[src/rtl/blocpu_pkg.sv]
// ---------------------------------------------------------------------------
// blocpu_pkg
// Shared definitions for the blocpu program loader: core geometry, the
// framing bytes used on the UART link and the loader state enumeration.
// No ports (package).
// ---------------------------------------------------------------------------
package blocpu_pkg;

  localparam int         BLOCPU_INSTR_W   = 12;
  localparam int         BLOCPU_ADDR_W    = 16;

  localparam logic [7:0] LOADER_SYNC_BYTE = 8'hA5;
  localparam logic [7:0] LOADER_ACK_BYTE  = 8'h06;
  localparam logic [7:0] LOADER_NAK_BYTE  = 8'h15;

  typedef enum logic [3:0] {
    ST_IDLE,
    ST_COUNT,
    ST_HI,
    ST_LO,
    ST_WR_SETUP,
    ST_WR_STROBE,
    ST_WR_HOLD,
    ST_CHECK,
    ST_DONE,
    ST_ERR
  } loaderState_e;

endpackage

[src/rtl/blocpu_loader_timeout.sv]
// ---------------------------------------------------------------------------
// blocpu_loader_timeout
// Inter-byte watchdog for the program loader. Counts enabled cycles since the
// last clear and flags expiry once the count reaches TIMEOUT_CYCLES-1. The
// counter saturates there so expiry stays visible until the loader reacts.
// Ports:
//   clk_i      system clock
//   rst_n_i    asynchronous active-low reset
//   clear_i    restart the count (received byte, or loader not busy)
//   enable_i   count while a frame is in progress
//   expired_o  count has reached TIMEOUT_CYCLES-1 while enabled
// ---------------------------------------------------------------------------
module blocpu_loader_timeout #(
  parameter int TIMEOUT_CYCLES = 50_000_000
) (
  input  logic clk_i,
  input  logic rst_n_i,
  input  logic clear_i,
  input  logic enable_i,
  output logic expired_o
);

  localparam int               CNT_W = (TIMEOUT_CYCLES > 2) ? $clog2(TIMEOUT_CYCLES) : 1;
  localparam logic [CNT_W-1:0] LAST  = CNT_W'(TIMEOUT_CYCLES - 1);

  logic [CNT_W-1:0] count_q;

  // Clear has priority so a byte arriving on the expiry cycle still counts
  // as activity; otherwise count up and hold at the terminal value.
  always_ff @(posedge clk_i or negedge rst_n_i) begin
    if (!rst_n_i) begin
      count_q <= '0;
    end else if (clear_i) begin
      count_q <= '0;
    end else if (enable_i && (count_q != LAST)) begin
      count_q <= count_q + 1'b1;
    end
  end

  assign expired_o = enable_i && (count_q == LAST);

endmodule

[src/rtl/blocpu_program_loader.sv]
// ---------------------------------------------------------------------------
// blocpu_program_loader
// Boot sequencer for blocpu_core. Parses a framed program from the UART byte
// stream (SYNC, N, N x {hi,lo}, CHK), writes each 12-bit instruction through
// the core's write port while holding the core in reset, checks the XOR
// checksum and then releases reset and starts the core.
// Optional feature: define LOADER_ECHO_EN to add tx_start_o/tx_data_o, which
// pulse an ACK (06) on frame acceptance or a NAK (15) on any error.
// Ports:
//   clk_i, rst_n_i    clock, asynchronous active-low reset
//   rx_valid_i/rx_data_i  received byte strobe and data
//   core_running_i    core status (informational only)
//   core_reset_o      core held in reset when 1
//   core_run_o        core run enable
//   instr_o, instr_addr_o, instr_write_o  instruction write port
//   busy_o            frame in progress
//   loaded_o          last frame accepted and core released
//   error_o           sticky error until the next SYNC byte
//   tx_start_o, tx_data_o  (LOADER_ECHO_EN) ACK/NAK send strobe and byte
// ---------------------------------------------------------------------------
module blocpu_program_loader
  import blocpu_pkg::*;
#(
  parameter int         ADDR_W         = BLOCPU_ADDR_W,
  parameter int         INSTR_W        = BLOCPU_INSTR_W,
  parameter logic [7:0] SYNC_BYTE      = LOADER_SYNC_BYTE,
  parameter int         TIMEOUT_CYCLES = 50_000_000
) (
  input  logic               clk_i,
  input  logic               rst_n_i,
  input  logic               rx_valid_i,
  input  logic [7:0]         rx_data_i,
  input  logic               core_running_i,
  output logic               core_reset_o,
  output logic               core_run_o,
  output logic [INSTR_W-1:0] instr_o,
  output logic [ADDR_W-1:0]  instr_addr_o,
  output logic               instr_write_o,
  output logic               busy_o,
  output logic               loaded_o,
  output logic               error_o
`ifdef LOADER_ECHO_EN
  ,
  output logic               tx_start_o,
  output logic [7:0]         tx_data_o
`endif
);

  loaderState_e       state_q, state_d;
  logic               coreReset_q, coreRun_q, instrWrite_q;
  logic               busy_q, loaded_q, error_q, overrun_q;
  logic [INSTR_W-1:0] instr_q;
  logic [ADDR_W-1:0]  instrAddr_q, addr_q;
  logic [7:0]         chkAcc_q;
  logic [3:0]         hiNib_q;
  logic [8:0]         remaining_q;
  logic               syncHit, timerEn, timedOut, enterDone;
  logic               unusedCoreRunning;

  assign unusedCoreRunning = core_running_i;

  assign syncHit   = rx_valid_i && (rx_data_i == SYNC_BYTE);
  assign timerEn   = (state_q != ST_IDLE) && (state_q != ST_DONE) && (state_q != ST_ERR);
  assign enterDone = (state_q == ST_CHECK) && (state_d == ST_DONE);

  blocpu_loader_timeout #(
    .TIMEOUT_CYCLES(TIMEOUT_CYCLES)
  ) u_timeout (
    .clk_i    (clk_i),
    .rst_n_i  (rst_n_i),
    .clear_i  (rx_valid_i || !timerEn),
    .enable_i (timerEn),
    .expired_o(timedOut)
  );

  // Next-state decode. A received byte always wins over a simultaneous
  // timeout. The write sequence never waits, and overrun/timeout are only
  // acted on once WR_HOLD completes so a started write is never cut short.
  always_comb begin
    state_d = state_q;
    case (state_q)
      ST_IDLE, ST_DONE: if (syncHit) state_d = ST_COUNT;
      ST_COUNT: begin
        if (rx_valid_i)    state_d = ST_HI;
        else if (timedOut) state_d = ST_ERR;
      end
      ST_HI: begin
        if (rx_valid_i)    state_d = (rx_data_i[7:4] != 4'h0) ? ST_ERR : ST_LO;
        else if (timedOut) state_d = ST_ERR;
      end
      ST_LO: begin
        if (rx_valid_i)    state_d = ST_WR_SETUP;
        else if (timedOut) state_d = ST_ERR;
      end
      ST_WR_SETUP:  state_d = ST_WR_STROBE;
      ST_WR_STROBE: state_d = ST_WR_HOLD;
      ST_WR_HOLD: begin
        if (overrun_q || rx_valid_i || timedOut) state_d = ST_ERR;
        else if (remaining_q == 9'd1)            state_d = ST_CHECK;
        else                                     state_d = ST_HI;
      end
      ST_CHECK: begin
        if (rx_valid_i)    state_d = (rx_data_i == chkAcc_q) ? ST_DONE : ST_ERR;
        else if (timedOut) state_d = ST_ERR;
      end
      ST_ERR:  state_d = ST_IDLE;
      default: state_d = ST_IDLE;
    endcase
  end

  // State register and all registered outputs. Outputs are derived from the
  // transition being taken so they change on the same edge as the state.
  always_ff @(posedge clk_i or negedge rst_n_i) begin
    if (!rst_n_i) begin
      state_q      <= ST_IDLE;
      coreReset_q  <= 1'b1;
      coreRun_q    <= 1'b0;
      instr_q      <= '0;
      instrAddr_q  <= '0;
      instrWrite_q <= 1'b0;
      busy_q       <= 1'b0;
      loaded_q     <= 1'b0;
      error_q      <= 1'b0;
      overrun_q    <= 1'b0;
      addr_q       <= '0;
      chkAcc_q     <= '0;
      hiNib_q      <= '0;
      remaining_q  <= '0;
    end else begin
      state_q      <= state_d;
      instrWrite_q <= (state_d == ST_WR_STROBE);

      if (syncHit && ((state_q == ST_IDLE) || (state_q == ST_DONE))) begin
        coreReset_q <= 1'b1;
        coreRun_q   <= 1'b0;
        loaded_q    <= 1'b0;
        error_q     <= 1'b0;
        busy_q      <= 1'b1;
        overrun_q   <= 1'b0;
        addr_q      <= '0;
        chkAcc_q    <= '0;
      end

      if (rx_valid_i && ((state_q == ST_COUNT) || (state_q == ST_HI) || (state_q == ST_LO)))
        chkAcc_q <= chkAcc_q ^ rx_data_i;

      // A count byte of zero encodes a full 256-instruction frame.
      if (rx_valid_i && (state_q == ST_COUNT))
        remaining_q <= (rx_data_i == 8'h00) ? 9'd256 : {1'b0, rx_data_i};

      if (rx_valid_i && (state_q == ST_HI))
        hiNib_q <= rx_data_i[3:0];

      if (rx_valid_i && (state_q == ST_LO)) begin
        instr_q     <= INSTR_W'({hiNib_q, rx_data_i});
        instrAddr_q <= addr_q;
      end

      // Bytes landing mid-write are dropped but remembered as an overrun.
      if (rx_valid_i && ((state_q == ST_WR_SETUP) || (state_q == ST_WR_STROBE)))
        overrun_q <= 1'b1;

      if (state_q == ST_WR_HOLD) begin
        addr_q      <= addr_q + 1'b1;
        remaining_q <= remaining_q - 9'd1;
      end

      if (state_d == ST_ERR) begin
        error_q     <= 1'b1;
        busy_q      <= 1'b0;
        coreReset_q <= 1'b1;
        coreRun_q   <= 1'b0;
      end

      if (enterDone) begin
        coreReset_q <= 1'b0;
        loaded_q    <= 1'b1;
        busy_q      <= 1'b0;
      end

      // Run follows reset release by one cycle.
      if ((state_q == ST_DONE) && (state_d == ST_DONE))
        coreRun_q <= 1'b1;
    end
  end

`ifdef LOADER_ECHO_EN
  logic       txStart_q;
  logic [7:0] txData_q;

  // One-cycle ACK/NAK strobe on entry to DONE or ERR.
  always_ff @(posedge clk_i or negedge rst_n_i) begin
    if (!rst_n_i) begin
      txStart_q <= 1'b0;
      txData_q  <= '0;
    end else begin
      txStart_q <= enterDone || (state_d == ST_ERR);
      if (state_d == ST_ERR) txData_q <= LOADER_NAK_BYTE;
      else if (enterDone)    txData_q <= LOADER_ACK_BYTE;
    end
  end

  assign tx_start_o = txStart_q;
  assign tx_data_o  = txData_q;
`endif

  assign core_reset_o  = coreReset_q;
  assign core_run_o    = coreRun_q;
  assign instr_o       = instr_q;
  assign instr_addr_o  = instrAddr_q;
  assign instr_write_o = instrWrite_q;
  assign busy_o        = busy_q;
  assign loaded_o      = loaded_q;
  assign error_o       = error_q;

endmodule

[config.mk]
export PLATFORM = sky130hd
export DESIGN_NAME = blocpu_program_loader
export DESIGN_NICKNAME = d
export VERILOG_FILES = /design/src/rtl/blocpu_pkg.sv /design/src/rtl/blocpu_loader_timeout.sv /design/src/rtl/blocpu_program_loader.sv
export SDC_FILE = /design/constraint.sdc
export NUM_CORES = 1
export LEC_CHECK = 0
export ABC_AREA = 1
export CAP_MARGIN = 5
export CELL_PAD_IN_SITES_DETAIL_PLACEMENT = 1
export CELL_PAD_IN_SITES_GLOBAL_PLACEMENT = 1
export CORE_MARGIN = 3
export CORE_UTILIZATION = 25
export DETAILED_ROUTE_END_ITERATION = 10
export GPL_ROUTABILITY_DRIVEN = 1
export HOLD_SLACK_MARGIN = 0.05
export PLACE_DENSITY_LB_ADDON = 0.1
export SYNTH_ARGS = -nofsm -noshare
export SYNTH_HDL_FRONTEND = slang
export SYNTH_SLANG_ARGS = --single-unit
[constraint.sdc]
create_clock -name clk_i -period 3.8 [get_ports clk_i]
set_input_delay 0.76 -clock clk_i [delete_from_list [all_inputs] [get_ports clk_i]]
set_output_delay 0.76 -clock clk_i [all_outputs]
set_load 0.005 [all_outputs]
==> run summary, run 1 <==
Die ar.: 22500 sq um
Htree depth: 3
Rel. slew slack: 60.18%
DR DRC count: 0
I/O pin total: 46
CP dominant cell by count: inv_1
Area of the mapped netlist: 5184 sq um
Main flop type after synthesis: dfrtp_1
Final setup margin: 1.135 ns
Max cap viols: 0
CP top delay family: simple AND/OR/NAND/NOR gates
CTS buffer count: 9
Setup tns final: 0 ns
Post-Place Worst Slack: 0.6699 ns
Sequential share of power: 48.5%
Pint: 1860 uW
Initial antenna violation count: 0
Layout cells sized above 1: 9.607%
First-pass GRT wire length: 24.85 mm
RSZ-0062 raised after global routing: no
Count of final max-slew check failures: 0
Final Setup Violations: 0
Vert. Die Dim: 150.0 microns
Crit-path max FO: 6
Fin Hold WS: 0.4684 ns
CP Capture Type: register
Site row count: 52
EDFF count, synth: 0
Hold WC Path Type: in2async
GRT Util Overall: 13.86%
Drt wl/cell: 15.33 microns
CTS max path bufs: 2
Antenna Cells: 0
Synth-to-Final Area Change: 20.81%
CP Data Arrival Time: 2.90 ns
Crit path time final: 2.665 ns
Starting density of the core: 25.54%
Worst vdd ir: 197.4 uV
Ratio of final minimum period to clock period: 70.13%
Power Density: 420.1 nW/um^2
Post-Syn Nets: 651
DRT iter0 DRCs: 156
Fmax achieved: 375.2 MHz
Core area: 20300 sq um
Crit-path slowest cell: clkdlybuf4s50_1
Crit path cell chain: clkdlybuf4s50_1, inv_1, nor4_1, nand4_1, nor3_1, inv_1, nand2_1, a21oi_1
Fin. Hold Viols: 0
Die width: 150.0 microns
Layout Nets: 698
Startpoint types: input pin
DP Wirelength: 10.66 mm
Syn Inst Count: 635
Register area share after synthesis: 49.26%
Gates resized, CTS repair: 0
First-pass detailed-route iteration total: 4
Post-CTS Setup Inserts: 0
Clk_lat worst skew: 0.35 ns
Post-DR vias/cell: 4.576
ANT nets after route: 0
Mapped Avg Cell Area: 8.163 sq um
Unique cell type count in the Yosys netlist: 46
Worst path bufs/invs: 3
CTS tree: yes
Clk_skew: 0.006989 ns
Worst slew pin tran: 0.5974 ns
Clock Power Share: 37.3%
Required time worst endpoint: 4.04 ns
Largest net degree at the start of global routing: 103
Gr ovfl total: 0
CTS sink count: 102
CP peak stage delay: 0.73 ns
IO Port Bufs: 44
Worst-path clk slew: 0.08 ns
Sw Share: 29.29%
Synth warn: 0
NetSw: 770.7 uW
Via count: 4379
Root buf cell: clkbuf_16
Combinational Power Share: 14.2%
Critical path type: in2reg
GP Congestion: 0.7629
WL final: 14.67 mm
Status: finished clean
Cts hold-fix bufs: 0
P_leak: 0.002896 uW
Number of synthesized register bits: 102
Vias in the first global route: 4754
Asr flop ratio synth: 100.0%
## cell type report
cell class | count | area (sq um)
Fill cell | 2446 | 14040
Sequential cell | 102 | 2554
Multi-Input combinational cell | 436 | 2257
Timing Repair Buffer | 50 | 495.5
Tap cell | 270 | 337.8
Inverter | 83 | 311.5
Clock buffer | 10 | 229.0
Clock inverter | 6 | 77.57
## sequential cells by signal (all words and copies together) (netlist names), 4 cells and up
| register | flops |
|---|---|
| remaining_q | 9 |
| addr_q | 16 |
| hiNib_q | 4 |
| state_q | 4 |
| chkAcc_q | 8 |
| u_timeout.count_q | 26 |
| instr_addr_o | 16 |
| instr_o | 12 |
## worst paths after layout
kind	cells past startpoint	slack (ns)	endpoint	startpoint
worst max-delay path	8	1.13	addr_q[13]	rx_data_i[0]
worst min-delay path	2	0.47	u_timeout.count_q[17]	rst_n_i
worst max register to register	10	1.40	remaining_q[5]	state_q[3]
worst min register to register	1	0.48	addr_q[9]	addr_q[9]
max in group asynchronous	2	2.88	loaded_o	rst_n_i
min in group clk_i	1	0.48	addr_q[9]	addr_q[9]
## layer usage
layer	up-vias	GRT usage [%]	part of all wire, %
li1	2189	-	-
met1	2147	19.11	50
met2	36	22.46	47
met3	7	2.665	2.1
met4	0	3.339	1.0
met5	-	0	0
## logic make-up after synthesis
group                      share of synthesized area (%)
DFF                                                49.26
adders and majority gates                         0.9655
and+or+nand+nor                                    27.23
AOI/OAI and AO/OA                                  13.61
muxes                                             0.2172
xor gates and xnor gates                           1.521
buffers and inverters                              7.193
## power groups by stage
stage,Sequential [uW],Clock [uW],Combinational [uW]
finish,1280,983,373
global route,1290,1080,437
CTS,1280,1030,382
detailed placement,1300,0,379
global placement,1290,0,362
floorplan,1270,0,248
## placed cells by master, fill, tap and decap left out, types with 7 or more instances in the layout
| cell | instances |
|---|---|
| nand2_1 | 143 |
| dfrtp_1 | 101 |
| inv_1 | 71 |
| o21ai_0 | 61 |
| nor2_1 | 59 |
| clkdlybuf4s50_1 | 43 |
| nand3_1 | 32 |
| a21oi_1 | 31 |
| nor3_1 | 18 |
| inv_2 | 11 |
| nand4_1 | 10 |
| clkbuf_16 | 9 |
| nand2_2 | 8 |
| a31oi_1 | 8 |
| xor2_1 | 7 |
## synth_stat cells, drive strengths merged, types with 7 or more instances
| cell type | number | area [sq um] |
|---|---|---|
| nand2 | 152 | 598.1 |
| dfrtp | 101 | 2527 |
| inv | 82 | 307.8 |
| nor2 | 69 | 326.6 |
| o21ai | 64 | 320.3 |
| nand3 | 38 | 242.7 |
| a21oi | 33 | 180.2 |
| nor3 | 18 | 90.09 |
| nand4 | 11 | 75.07 |
| a31oi | 8 | 50.05 |
| clkbuf | 8 | 30.03 |
| xor2 | 7 | 61.31 |
## per-stage QoR
step / instance area, sq um / std cells / utilization [%] / total power [uW]
final: 6262 / 957 / 30.85 / 2631
after global routing: 6262 / 957 / 30.85 / 2808
after CTS: 6262 / 957 / 30.85 / 2689
after detailed placement: 5956 / 941 / 29.34 / 1676
after global placement: 5956 / 941 / 29.34 / 1652
after floorplan: 5184 / 635 / - / 1523
Note: power is estimated with default switching activity, not from simulation.
==> inputs of run 2 (changes only) <==
==> constraint.sdc (replaced) <==
create_clock -name clk_i -period 2.29 [get_ports clk_i]
set_input_delay 0.458 -clock clk_i [delete_from_list [all_inputs] [get_ports clk_i]]
set_output_delay 0.458 -clock clk_i [all_outputs]
set_load 0.005 [all_outputs]
==> run 2 against run 1 <==
  * Combinational power grew 71%
  * Register-to-register slack lost 0.99 ns
  * Die area is the same
  * Via count grew 2.2%
  * Worst hold slack lost 0.33 ns
  * Cell count grew 2.7%
  * Total power grew 68%
  * First-iteration DRC count grew 2.6%
  * Sequential power grew 66%
  * Critical endpoint is now core_reset_o
  * Largest cell class unchanged
==> run summary, run 2 (synthesis gave the netlist of run 1 again) <==
Vias in the first global route: 4818 (+1.3%)
GRT Util Overall: 13.87% (about the same)
CP Capture Type: register
R2r startpoint: u_timeout.count_q[1]
First-pass detailed-route iteration total: 4 (unchanged)
Highest routed layer: met4
Die ar.: 22500 sq um (unchanged)
Worst R2R Path Depth: 13 (+3)
Layout cells sized above 1: 13.04% (+3.4 points)
Hold WC Path Type: in2async
Core area: 20300 sq um (unchanged)
CTS buffer count: 9 (unchanged)
Most flops, register: u_timeout.count_q
Count of final max-slew check failures: 0 (unchanged)
Synth-to-Final Area Change: 25.25%
Crit path time final: 1.897 ns
Post-DP Area: 6176 sq um (+3.7%)
Setup tns final: 0 ns (unchanged)
Final Setup Violations: 0 (unchanged)
Root buf cell: clkbuf_16
Clock Power Share: 37.5% (+0.2 points)
Fmax achieved: 527.2 MHz
WL met3: 364 microns (+20%)
Drt wl/cell: 14.82 microns (-3.3%)
Worst slew pin tran: 0.6226 ns (+0.02527 ns)
Crit-path max FO: 7 (+1)
Worst vdd ir: 344.1 uV (+74%)
I/O pin total: 46 (unchanged)
Rel. slew slack: 58.49% (-1.7 points)
Worst-path clk slew: 0.07 ns (about the same)
Site row count: 52 (unchanged)
Initial antenna violation count: 0 (unchanged)
Die width: 150.0 microns (unchanged)
Pint: 3157 uW (+70%)
Starting density of the core: 25.54% (unchanged)
Status: finished clean
Startpoint types: input pin
NetSw: 1259 uW (+63%)
Fill cells: 2432 (-0.57%)
Max FFs per register: 26 (unchanged)
CTS max path bufs: 2 (unchanged)
Tot Pwr: 4415 uW (+68%)
Max cap viols: 0 (unchanged)
Via count: 4474 (+2.2%)
IO Port Bufs: 44 (unchanged)
Ratio of final minimum period to clock period: 82.83%
Commonest non-fill, non-tap cell in the layout: nand2_1
WL final: 14.57 mm (-0.69%)
Sw Share: 28.50% (-0.79 points)
Cts hold-fix bufs: 0 (unchanged)
Largest net degree at the start of global routing: 103 (unchanged)
Post-Route M1 WL: 7.325 mm (-0.49%)
Commonest cells after routing, fill and taps aside: 143 x nand2_1, 101 x dfrtp_1, 71 x inv_1
Reg-to-reg critical path endpoint: core_reset_o
Post-DR vias/cell: 4.551 (-0.53%)
DP Wirelength: 10.90 mm (+2.3%)
CTS tree: yes
Combinational Power Share: 14.4% (+0.2 points)
Critical path type: in2reg
ANT nets after route: 0 (unchanged)
First-pass GRT wire length: 24.80 mm (-0.22%)
Required time worst endpoint: 2.57 ns (-1.47 ns)
Layout Nets: 724 (+3.7%)
Sequential share of power: 48.0% (-0.5 points)
Fin. Hold Viols: 0 (unchanged)
R2r setup slk: 0.41 ns (-0.99 ns)
CP Data Arrival Time: 2.18 ns (-0.72 ns)
Power Density: 680.0 nW/um^2 (+62%)
P_leak: 0.003036 uW (+4.8%)
Antenna Cells: 0 (unchanged)
CTS sink count: 102 (unchanged)
Fin area: 6492 sq um (+3.7%)
DR DRC count: 0 (unchanged)
Post-CTS Setup Inserts: 0 (unchanged)
Met2 wire len: 6.751 mm (-1.5%)
GP Congestion: 0.7734 (+1.4%)
Clk_skew: 0.01090 ns (+0.003913 ns)
Fin Hold WS: 0.1363 ns (-0.3321 ns)
DRT iter0 DRCs: 160 (+2.6%)
Htree depth: 3 (unchanged)
Gates resized, CTS repair: 0 (unchanged)
Gr ovfl total: 0 (unchanged)
Vert. Die Dim: 150.0 microns (unchanged)
Clk_lat worst skew: 0.35 ns (about the same)
RSZ-0062 raised after global routing: no
run 2: worst max path at each step:
stage | to | startpoint
after detailed placement | core_reset_o | rx_valid_i
final | core_reset_o | rx_valid_i
after global routing | addr_q[14] | addr_q[1]
after floorplan | busy_o | u_timeout.count_q[0]
after CTS | core_reset_o | u_timeout.count_q[1]
after global placement | core_reset_o | rx_data_i[2]
run 2: per-layer routing:
metal | global-route usage (%) | vias to the layer above
met1 | 19.39 | 2183
met2 | 22.26 | 43
met5 | 0 | -
li1 | - | 2241
met4 | 3.431 | 0
met3 | 2.514 | 7
run 2: power by group through the flow:
stage          combinational (uW)  clock, uW  sequential (uW)
6_report                      638       1660             2120
5_1_grt                       748       1800             2150
4_1_cts                       655       1730             2120
3_5_place_dp                  649          0             2150
3_3_place_gp                  629          0             2140
2_1_floorplan                 412          0             2120
run 2: critical path, stage by stage:
cell,delay [ns]
clkdlybuf4s50_1,0.64
inv_1,0.21
a31oi_1,0.21
nand3_1,0.12
a21oi_2,0.15
nand2_1,0.10
nand3_2,0.11
nand3_1,0.07
nand2_1,0.06
inv_1,0.04
run 2: layout make-up:
type / count / area [sq um] / share of cell area [%]
Inverter: 83 / 311.5 / 4.799
Tap cell: 270 / 337.8 / 5.203
Multi-Input combinational cell: 436 / 2257 / 34.77
Sequential cell: 102 / 2554 / 39.33
Clock inverter: 5 / 63.81 / 0.9828
Timing Repair Buffer: 76 / 715.7 / 11.02
Clock buffer: 11 / 252.7 / 3.893
run 2: metrics by stage:
step / cells / util (%) / setup slack (ns)
floorplan: 635 / - / 0.6257
global placement: 967 / 30.42 / 0.03936
detailed placement: 967 / 30.42 / 0.005643
CTS: 983 / 31.98 / 0.3622
global route: 983 / 31.98 / 0.1563
finish: 983 / 31.98 / 0.3933
